`src/rtl/cmp_select_ctrl.sv`:
```
// cmp_select_ctrl: accepts one compare request (y, z and three candidate
// results), picks b/c/d by unsigned y<z / y>z / y==z, and presents the
// result with a valid/ready handshake. Per-branch hit counters saturate
// and can be cleared without disturbing the request flow.
module cmp_select_ctrl #(
    parameter int CNT_W = 8
) (
    input  logic             clock,
    input  logic             reset,
    input  logic             in_valid,
    output logic             in_ready,
    input  logic [3:0]       in_y,
    input  logic [3:0]       in_z,
    input  logic [1:0]       in_b,
    input  logic [1:0]       in_c,
    input  logic [1:0]       in_d,
    output logic             out_valid,
    input  logic             out_ready,
    output logic [1:0]       out_a,
    output logic [1:0]       out_sel,
    input  logic             clr_cnt,
    output logic [CNT_W-1:0] cnt_lt,
    output logic [CNT_W-1:0] cnt_gt,
    output logic [CNT_W-1:0] cnt_eq
);

    typedef enum logic [1:0] {
        IDLE = 2'd0,
        EVAL = 2'd1,
        HOLD = 2'd2
    } state_t;

    localparam logic [1:0] SEL_LT = 2'd0;
    localparam logic [1:0] SEL_GT = 2'd1;
    localparam logic [1:0] SEL_EQ = 2'd2;

    state_t     state_reg;
    logic [3:0] y_reg;
    logic [3:0] z_reg;
    logic [1:0] b_reg;
    logic [1:0] c_reg;
    logic [1:0] d_reg;
    logic [1:0] out_a_reg;
    logic [1:0] out_sel_reg;
    logic [1:0] sel_next;
    logic [1:0] a_next;

    logic [CNT_W-1:0] cnt_reg [3];

    // Branch decision on the captured operands; less-than wins, then greater-than.
    always_comb begin
        sel_next = SEL_EQ;
        a_next   = d_reg;
        if (y_reg < z_reg) begin
            sel_next = SEL_LT;
            a_next   = b_reg;
        end else if (y_reg > z_reg) begin
            sel_next = SEL_GT;
            a_next   = c_reg;
        end
    end

    // Control FSM: capture in IDLE, decide in EVAL, present in HOLD until taken.
    always_ff @(posedge clock or posedge reset) begin
        if (reset) begin
            state_reg   <= IDLE;
            y_reg       <= '0;
            z_reg       <= '0;
            b_reg       <= '0;
            c_reg       <= '0;
            d_reg       <= '0;
            out_a_reg   <= '0;
            out_sel_reg <= '0;
        end else begin
            case (state_reg)
                IDLE: begin
                    if (in_valid) begin
                        y_reg     <= in_y;
                        z_reg     <= in_z;
                        b_reg     <= in_b;
                        c_reg     <= in_c;
                        d_reg     <= in_d;
                        state_reg <= EVAL;
                    end
                end
                EVAL: begin
                    out_a_reg   <= a_next;
                    out_sel_reg <= sel_next;
                    state_reg   <= HOLD;
                end
                HOLD: begin
                    // Result registers are left as-is after the transfer.
                    if (out_ready) begin
                        state_reg <= IDLE;
                    end
                end
                default: state_reg <= IDLE;
            endcase
        end
    end

    // Saturating hit counters, one per branch; clear beats a same-edge hit.
    generate
        for (genvar gi = 0; gi < 3; gi++) begin : g_cnt
            logic hit;
            assign hit = (state_reg == EVAL) && (sel_next == 2'(gi));

            // Counter gi advances on the EVAL edge that takes branch gi.
            always_ff @(posedge clock or posedge reset) begin
                if (reset) begin
                    cnt_reg[gi] <= '0;
                end else if (clr_cnt) begin
                    cnt_reg[gi] <= '0;
                end else if (hit && (cnt_reg[gi] != {CNT_W{1'b1}})) begin
                    cnt_reg[gi] <= cnt_reg[gi] + CNT_W'(1);
                end
            end
        end
    endgenerate

    // Ready is withheld while reset is asserted, and rises as soon as it releases.
    assign in_ready  = (state_reg == IDLE) && !reset;
    assign out_valid = (state_reg == HOLD);
    assign out_a     = out_a_reg;
    assign out_sel   = out_sel_reg;
    assign cnt_lt    = cnt_reg[SEL_LT];
    assign cnt_gt    = cnt_reg[SEL_GT];
    assign cnt_eq    = cnt_reg[SEL_EQ];

endmodule

```
`config.mk`:
```
export PLATFORM = sky130hd
export DESIGN_NAME = cmp_select_ctrl
export DESIGN_NICKNAME = d
export VERILOG_FILES = /design/src/rtl/cmp_select_ctrl.sv
export SDC_FILE = /design/constraint.sdc
export NUM_CORES = 1
export LEC_CHECK = 0
export BUFFER_PORTS_ARGS = -buffer_cell sky130_fd_sc_hd__clkbuf_2
export CORE_MARGIN = 4
export CORE_UTILIZATION = 48
export CTS_CLUSTER_DIAMETER = 150
export DETAILED_ROUTE_END_ITERATION = 12
export PLACE_DENSITY = 0.71
export SLEW_MARGIN = 0
export SYNTH_ARGS = -nofsm -noshare
export SYNTH_HDL_FRONTEND = slang
export SYNTH_SLANG_ARGS = --single-unit
```
`constraint.sdc`:
```
create_clock -name clock -period 2.2 [get_ports clock]
set_input_delay 0.11 -clock clock [delete_from_list [all_inputs] [get_ports clock]]
set_output_delay 0.11 -clock clock [all_outputs]
set_load 0.01 [all_outputs]
```
# Word level (Yosys, flattened, before mapping)
# Index checks and enable logic that the tools add are counted.
totals:
  input_bits: 19
  reg_bits: 44
  elab_cells: 53
op_classes:
  reduce_logical: 15
  muxes: 13
  n_eq_ne: 9
  add_sub_neg: 3
  n_lt_le_gt_ge: 2
op_table:
  columns: ["cell", "count"]
  rows:
  - ["8-bit two-way mux", 6]
  - ["8-bit by 1-bit adder with 8-bit output, second input constant", 3]
  - ["8-bit != test, second input constant", 3]
  - ["2-bit two-way mux", 6]
  - ["1-bit logical AND", 7]
  - ["2-bit case mux with 3 select lines", 1]
  - ["2-bit nonzero test", 3]
  - ["2-bit by 1-bit equality test with 1-bit output, second input constant", 2]
  - ["2-bit equality test, second input constant", 2]
  - ["4-bit > comparator", 1]
  - ["2-bit logical NOT", 2]
  - ["4-bit less-than comparator", 1]
  - ["2-bit AND reduction", 2]
  - ["2-bit by 1-bit != test with 1-bit output, second input constant", 1]
  - ["2-bit != test, second input constant", 1]
  - ["1-bit logical NOT", 1]

# Logic depth before layout (Yosys ltp)
# Gate-level depths: netlist of run 1.
depth:
  ltp_word: 8
  ltp_mapped: 8

# Worst setup path before layout of run 1
# OpenSTA, ideal clock, no wires.
synth_path:
  kind: "reg2reg"
  from: "register y_reg[1]"
  to: "register cnt_reg, in the netlist cnt_lt[7]"
  t_arrival_ps: 1957
  path_stages_with_launch: 8
  setup_time_ps: 78
  required_ps: 2122
  path_slack_ps: 165
  path_cell_list: "dfrtp_1 > ha_1 > nor2b_1 > o211ai_1 > buf_2 > nand3_2 > or4_1 > a21oi_1"
synth_via:
  elab_chain_len: 7
synth_rtl:
  columns: ["item", "line", "text"]
  rows:
  - ["from (decl)", "38", "logic [3:0] y_reg;"]
  - ["from (signal assigned)", "78", "y_reg <= in_y;"]
  - ["4-bit > comparator", "57", "end else if (y_reg > z_reg) begin"]
  - ["2-bit two-way mux", "57", null]
  - ["2-bit two-way mux (*)", "54", "if (y_reg < z_reg) begin"]
  - ["2-bit logical NOT (*)", "106", "assign hit = (state_reg == EVAL) && (sel_next == 2'(gi));"]
  - ["1-bit logical AND (*)", "106", null]
  - ["1-bit logical AND (*)", "114", "end else if (hit && (cnt_reg[gi] != {CNT_W{1'b1}})) begin"]
  - ["2-bit nonzero test (no line) (*)", null, null]
  - ["to (signal, indexed assignment)", "115", "cnt_reg[gi] <= cnt_reg[gi] + CNT_W'(1);"]
  - ["to (decl)", "48", "logic [CNT_W-1:0] cnt_reg [3];"]
# Mark *: on every way between the ends. The rest lies on a longest branch, timed or not.
# A chain may end at the register's enable or synchronous reset.

# Final worst setup path of run 1
# Same ends and word-level chain as after synthesis.

==> results of run 1 <==
final cells by class:
type | count | area (µm²)
Tap cell | 52 | 65.06
Clock inverter | 1 | 5.005
Timing Repair Buffer | 59 | 325.3
Sequential cell | 44 | 1101
Clock buffer | 6 | 72.57
Multi-Input combinational cell | 148 | 1028
Fill cell | 381 | 1753
Inverter | 9 | 33.78
worst max-delay path, stage by stage, from the launching register on:
cell      delay [ps]
dfrtp_1          380
ha_1             320
nor2b_1          150
o211ai_1         380
nand3_2          130
or4_1            520
a21oi_1          150
worst min-delay path by stage:
stage               startpoint                        to  slack [ps]
floorplan              clr_cnt     cnt_lt[3]$_DFFE_PP0P_         170
CTS                  out_ready  state_reg[1]$_DFFE_PP0P_           5
global placement         reset  state_reg[0]$_DFFE_PP0P_         280
global route         out_ready  state_reg[1]$_DFFE_PP0P_          20
detailed placement       reset  state_reg[1]$_DFFE_PP0P_         270
finish               out_ready  state_reg[1]$_DFFE_PP0P_          10
per-layer routing:
layer	share of wire	wire [µm]	track usage
met1	0.45	1990	0.2118
met4	0.023	101	0.07379
met3	0.052	228	0.04354
met2	0.47	2066	0.2560
met5	0	0	0
logic make-up after synthesis:
| kind of cell | share of synthesized area |
|---|---|
| fa+ha+maj | 0.04011 |
| flops | 0.5043 |
| simple gates | 0.1914 |
| mux | 0.08023 |
| compound gates | 0.09226 |
| xor+xnor | 0.06017 |
| buf+inv | 0.03151 |
through the flow:
step,cells,utilization
6_report,319,0.6002
5_1_grt,319,0.6002
4_1_cts,317,0.5945
3_5_place_dp,309,0.5745
3_3_place_gp,309,0.5745
2_1_floorplan,208,-
placed cells by master (no fill, tap or decap), types with 5 or more instances in the layout:
cell	n
a21oi_1	7
buf_4	10
clkbuf_2	48
clkbuf_8	5
dfrtp_1	44
ha_1	7
inv_1	8
mux2_2	12
nand2_1	20
nand3_1	10
nor2_1	19
nor2b_1	5
o21ai_0	11
xnor2_1	12
where the power goes:
| part | internal [mW] | total [mW] | leakage, nW | switching (mW) |
|---|---|---|---|---|
| Combinational | 0.539 | 1.11 | 0.614 | 0.575 |
| Clock | 0.216 | 0.467 | 0.0410 | 0.252 |
| Sequential | 1.01 | 1.13 | 0.577 | 0.126 |
timing repair:
| action | 4_1_cts | 5_1_grt |
|---|---|---|
| endpoints found under the hold margin | 44 | 0 |
| buffers inserted | 0 | 2 |
| setup endpoints to repair | 0 | 5 |
| hold buffers | 1 | 0 |
| resized for setup | 0 | 2 |
==> flow_summary.toml, run 1 <==
[sta]
timing.fmax_ghz = 0.4755
finalCritPeriodShare = 0.9560
hold_slack_ps = 9.551
rsz0062_at_grt = "no"
setup_ws_ps = 96.90
relSlewSlack = 0.6471
maxSlewViolCount = 0
hold_viol_final = 0
setup_viol = 0
setup_tns_ps = 0
period_minus_slack_ps = 2103
skew_ps = 8.233
max_slew.worst_pin.slew_ps = 516.0

[critical_path]
startpoint = "y_reg[1]$_DFFE_PP0P_"
path_max_fanout = 5
critPathRequiredTime_ps = 2420
r2r-end = "cnt_lt[7]$_DFFE_PP0P_"
rrSetupSlack_ps = 100
r2r_cells = 6
critPathKind = "flip-flop to flip-flop"
cp-start-kind = "flip-flop"
cp-end-kind = "flip-flop"
worstSetupEndpoint = "cnt_lt[7]$_DFFE_PP0P_"
worstPathArrival_ps = 2320
timing.rr.start = "y_reg[1]$_DFFE_PP0P_"

[floorplan]
dieWidth_um = 75.45
rows = 24
core_mm2 = 0.004384
die_h_um = 75.45
dieArea_mm2 = 0.005692
io_pins = 49
start_util = 0.4980

[cts]
cts_tree = "yes"
clockBufferDepth = 2
cts_root_buf = "clkbuf_8"
cts_buffers = 5
clk-insertion-delay-late_ps = 290
clock_sinks = 44
clk_pin_slew_worst_paths_ps = 80
htreeDepth = 2

[run_status]
status = "complete, no violations"

[logic_synthesis]
synthCells = 208
synth_fp_nets = 234
ys_ff_latch = 44
yosys_warnings = 0
synth_largest_area_cell = "dfrtp_1"
synth.top_cells.by_count = "44 x dfrtp_1, 20 x nand2_1, 19 x nor2_1"
syn_area_mm2 = 0.002183
synth_most_common_cell = "dfrtp_1"
synth.top_cell.area_share = 0.5043
synth-async-reset-ratio = 1.000
ys.flop_type = "dfrtp_1"
synth_area_per_cell_um2 = 10.50
netlist_top_cells_area = "dfrtp_1 50%, mux2_2 6.2%, xnor2_1 4.8%, ha_1 4.0%, nand2_1 3.4%"
ys_types = 41
seq_area_frac_synth = 0.5043
synth-edff-count = 0

[global_route]
grt_overflow = 0
antenna_found_initial = 0
grt_pass1_wl_um = 6927
grt_start_max_net_pins = 45
grt_usage = 0.1633
grt_pass1_vias = 1530

[power_and_ir_drop]
finalPower_mw = 2.715
p_per_area_mw_per_mm2 = 1032
ir_drop_uv = 568.8
leakage_nw = 1.233

[detailed_routing]
wirelength_um = 4386
drt_iter0_drc = 42
remaining_drc_errors = 0
via_per_inst = 5.270
ant_nets = 0
num_vias = 1681
post_drt_wl_per_cell_um = 13.75
drt_first_pass_iters = 4

[final_layout]
antenna_cells = 0
fin_nets = 293
synthToLayoutAreaGrowth_pct = 20.52
final_area_mm2 = 0.002631
drive_gt1_frac = 0.3146

[placement]
routabilityCongestion = 0.8227
portBuffers = 48
pre_cts_slack_ps = 67.83
dpl_cell_area_mm2 = 0.002519
dp_hpwl_um = 3227

[min_path]
min_path_type = "primary input to flip-flop"
hold_depth = 2

[job]
maxCapViolations = 0
(Power assumes the default switching activity.)
==> inputs of run 2 (changes only) <==
--- a/config.mk
+++ b/config.mk
@@ -6,7 +6,7 @@
 export NUM_CORES = 1
 export LEC_CHECK = 0
 export BUFFER_PORTS_ARGS = -buffer_cell sky130_fd_sc_hd__clkbuf_2
-export CORE_MARGIN = 4
+export CORE_MARGIN = 5
 export CORE_UTILIZATION = 48
 export CTS_CLUSTER_DIAMETER = 150
 export DETAILED_ROUTE_END_ITERATION = 12
==> run 2 against run 1 <==
Net effect: combinational power is essentially flat; flip-flop and latch count is the same; sequential share of layout area shrank 1.3 points.
==> flow_summary.toml, run 2 (same netlist as run 1, synthesis figures left out) <==
[critical_path]
cp-end-kind = "flip-flop"
cp-start-kind = "flip-flop"
critPathRequiredTime_ps = 2420
worstPathArrival_ps = 2340
critPathKind = "flip-flop to flip-flop"
path_max_fanout = 5

[final_layout]
final_common_cell = "clkbuf_2"
final_cell_mix = "48 x clkbuf_2, 44 x dfrtp_1, 20 x nand2_1, 19 x nor2_1"
fin_nets = 293
synthToLayoutAreaGrowth_pct = 24.41
drive_gt1_frac = 0.3433
antenna_cells = 0
final_area_mm2 = 0.002716

[sta]
finalCritPeriodShare = 0.9636
period_minus_slack_ps = 2120
skew_ps = 13.74
timing.fmax_ghz = 0.4717
setup_tns_ps = 0
max_slew.worst_pin.slew_ps = 840.8
setup_viol = 0
hold_viol_final = 0
hold_slack_ps = 4.153
relSlewSlack = 0.4360
maxSlewViolCount = 0

[cts]
cts_tree = "yes"
clk-insertion-delay-late_ps = 300
cts_root_buf = "clkbuf_8"
clk_pin_slew_worst_paths_ps = 90
cts_buffers = 5
clock_sinks = 44
clockBufferDepth = 2
htreeDepth = 2

[floorplan]
start_util = 0.4980
rows = 24
dieWidth_um = 77.45
core_mm2 = 0.004384
io_pins = 49
die_h_um = 77.45
dieArea_mm2 = 0.005998

[detailed_routing]
via_per_inst = 5.384
num_vias = 1723
ant_nets = 0
wirelength_um = 4623
post_drt_wl_per_cell_um = 14.45
drt_iter0_drc = 55
remaining_drc_errors = 0
drt_first_pass_iters = 5

[job]
maxCapViolations = 0

[global_route]
antenna_found_initial = 0
grt_pass1_wl_um = 7907
gr-usage-met1 = 0.2103
grt_usage = 0.1610
met3_usage = 0.05208
grt_start_max_net_pins = 25
grt_overflow = 0
grt_pass1_vias = 1729
met2_usage = 0.2517
globalRoute.busiestLayer = "met2"

[power_and_ir_drop]
seq_power_share = 0.395
finalPower_mw = 2.892
p_sw_frac = 0.3410
ir_drop_uv = 603.9
p_int_mw = 1.905
p_clk_frac = 0.210
leakage_nw = 1.249
power.switching_mw = 0.9861
p_comb_frac = 0.395
p_per_area_mw_per_mm2 = 1064

[placement]
routabilityCongestion = 0.8417
dpl_cell_area_mm2 = 0.002519
dp_hpwl_um = 3354
portBuffers = 48

[run_status]
status = "complete, no violations"

[min_path]
min_path_type = "primary input to flip-flop"
==> run 2: cell count changes in the layout (fill, tap and decap cells not counted), moves of 2 or more <==
cell,previous run,this run
nor4_1,2,0
nor4_2,0,2
buf_4,10,8
a21oi_2,0,2
ha_4,0,2
a21oi_1,7,5
ha_1,7,5
==> run 2: timing repair <==
| action | 4_1_cts | 5_1_grt |
|---|---|---|
| endpoints found under the hold margin | 24 | 0 |
| hold buffers | 2 | 0 |
| endpoints found under the setup margin | 1 | 6 |
| resized for setup | 1 | 10 |
| pin swaps | 0 | 6 |
| buffers inserted | 0 | 1 |
==> run 2: power groups by stage <==
stage / Clock (mW) / Combinational, mW / Sequential, mW
floorplan: 0 / 0.747 / 1.14
global placement: 0 / 1.04 / 1.14
detailed placement: 0 / 1.07 / 1.15
CTS: 0.624 / 1.08 / 1.13
global route: 0.653 / 1.28 / 1.16
finish: 0.608 / 1.14 / 1.14
==> run 2: worst max-delay path: stages (launching register included) <==
cell,delay (ps)
dfrtp_1,390
inv_2,80
ha_4,200
nor2b_1,120
o211ai_1,410
nand3_2,160
or4_4,550
a21oi_2,120
==> run 2: path summary, 6_finish.rpt <==
path,startpoint,slack (ps),to,cells past startpoint
max in group asynchronous,reset,1060,cnt_gt[1]$_DFFE_PP0P_,4
min,in_z[2],4,z_reg[2]$_DFFE_PP0P_,3
min in group asynchronous,reset,410,state_reg[1]$_DFFE_PP0P_,3
max reg2reg,z_reg[1]$_DFFE_PP0P_,80,cnt_lt[7]$_DFFE_PP0P_,7
max,z_reg[1]$_DFFE_PP0P_,80,cnt_lt[7]$_DFFE_PP0P_,7
min reg2reg,out_sel[1]$_DFFE_PP0P_,490,out_sel[1]$_DFFE_PP0P_,2
==> run 2: routing by layer <==
layer	wire [µm]	vias up
li1	-	839
met1	2085	834
met2	2179	43
met3	286	7
met4	72	0
met5	0	-
==> run 2: area by class of cell <==
type                    instances  area [µm²]
clock buffers                   6       72.57
clock inverters                 2       35.03
fillers                       365        1668
inverters                       9       33.78
multi-input cells             148        1077
flip-flops and latches         44        1101
well taps                      52       65.06
repair buffers                 59       331.6
==> run 2: stage by stage <==
stage                       util  setup slack (ps)  instances
after global placement    0.5745             130.5        309
after CTS                 0.6039             22.77        319
after floorplan                -             165.2        208
after detailed placement  0.5745             44.07        309
final                     0.6196             80.14        320
after global routing      0.6196            -23.72        320
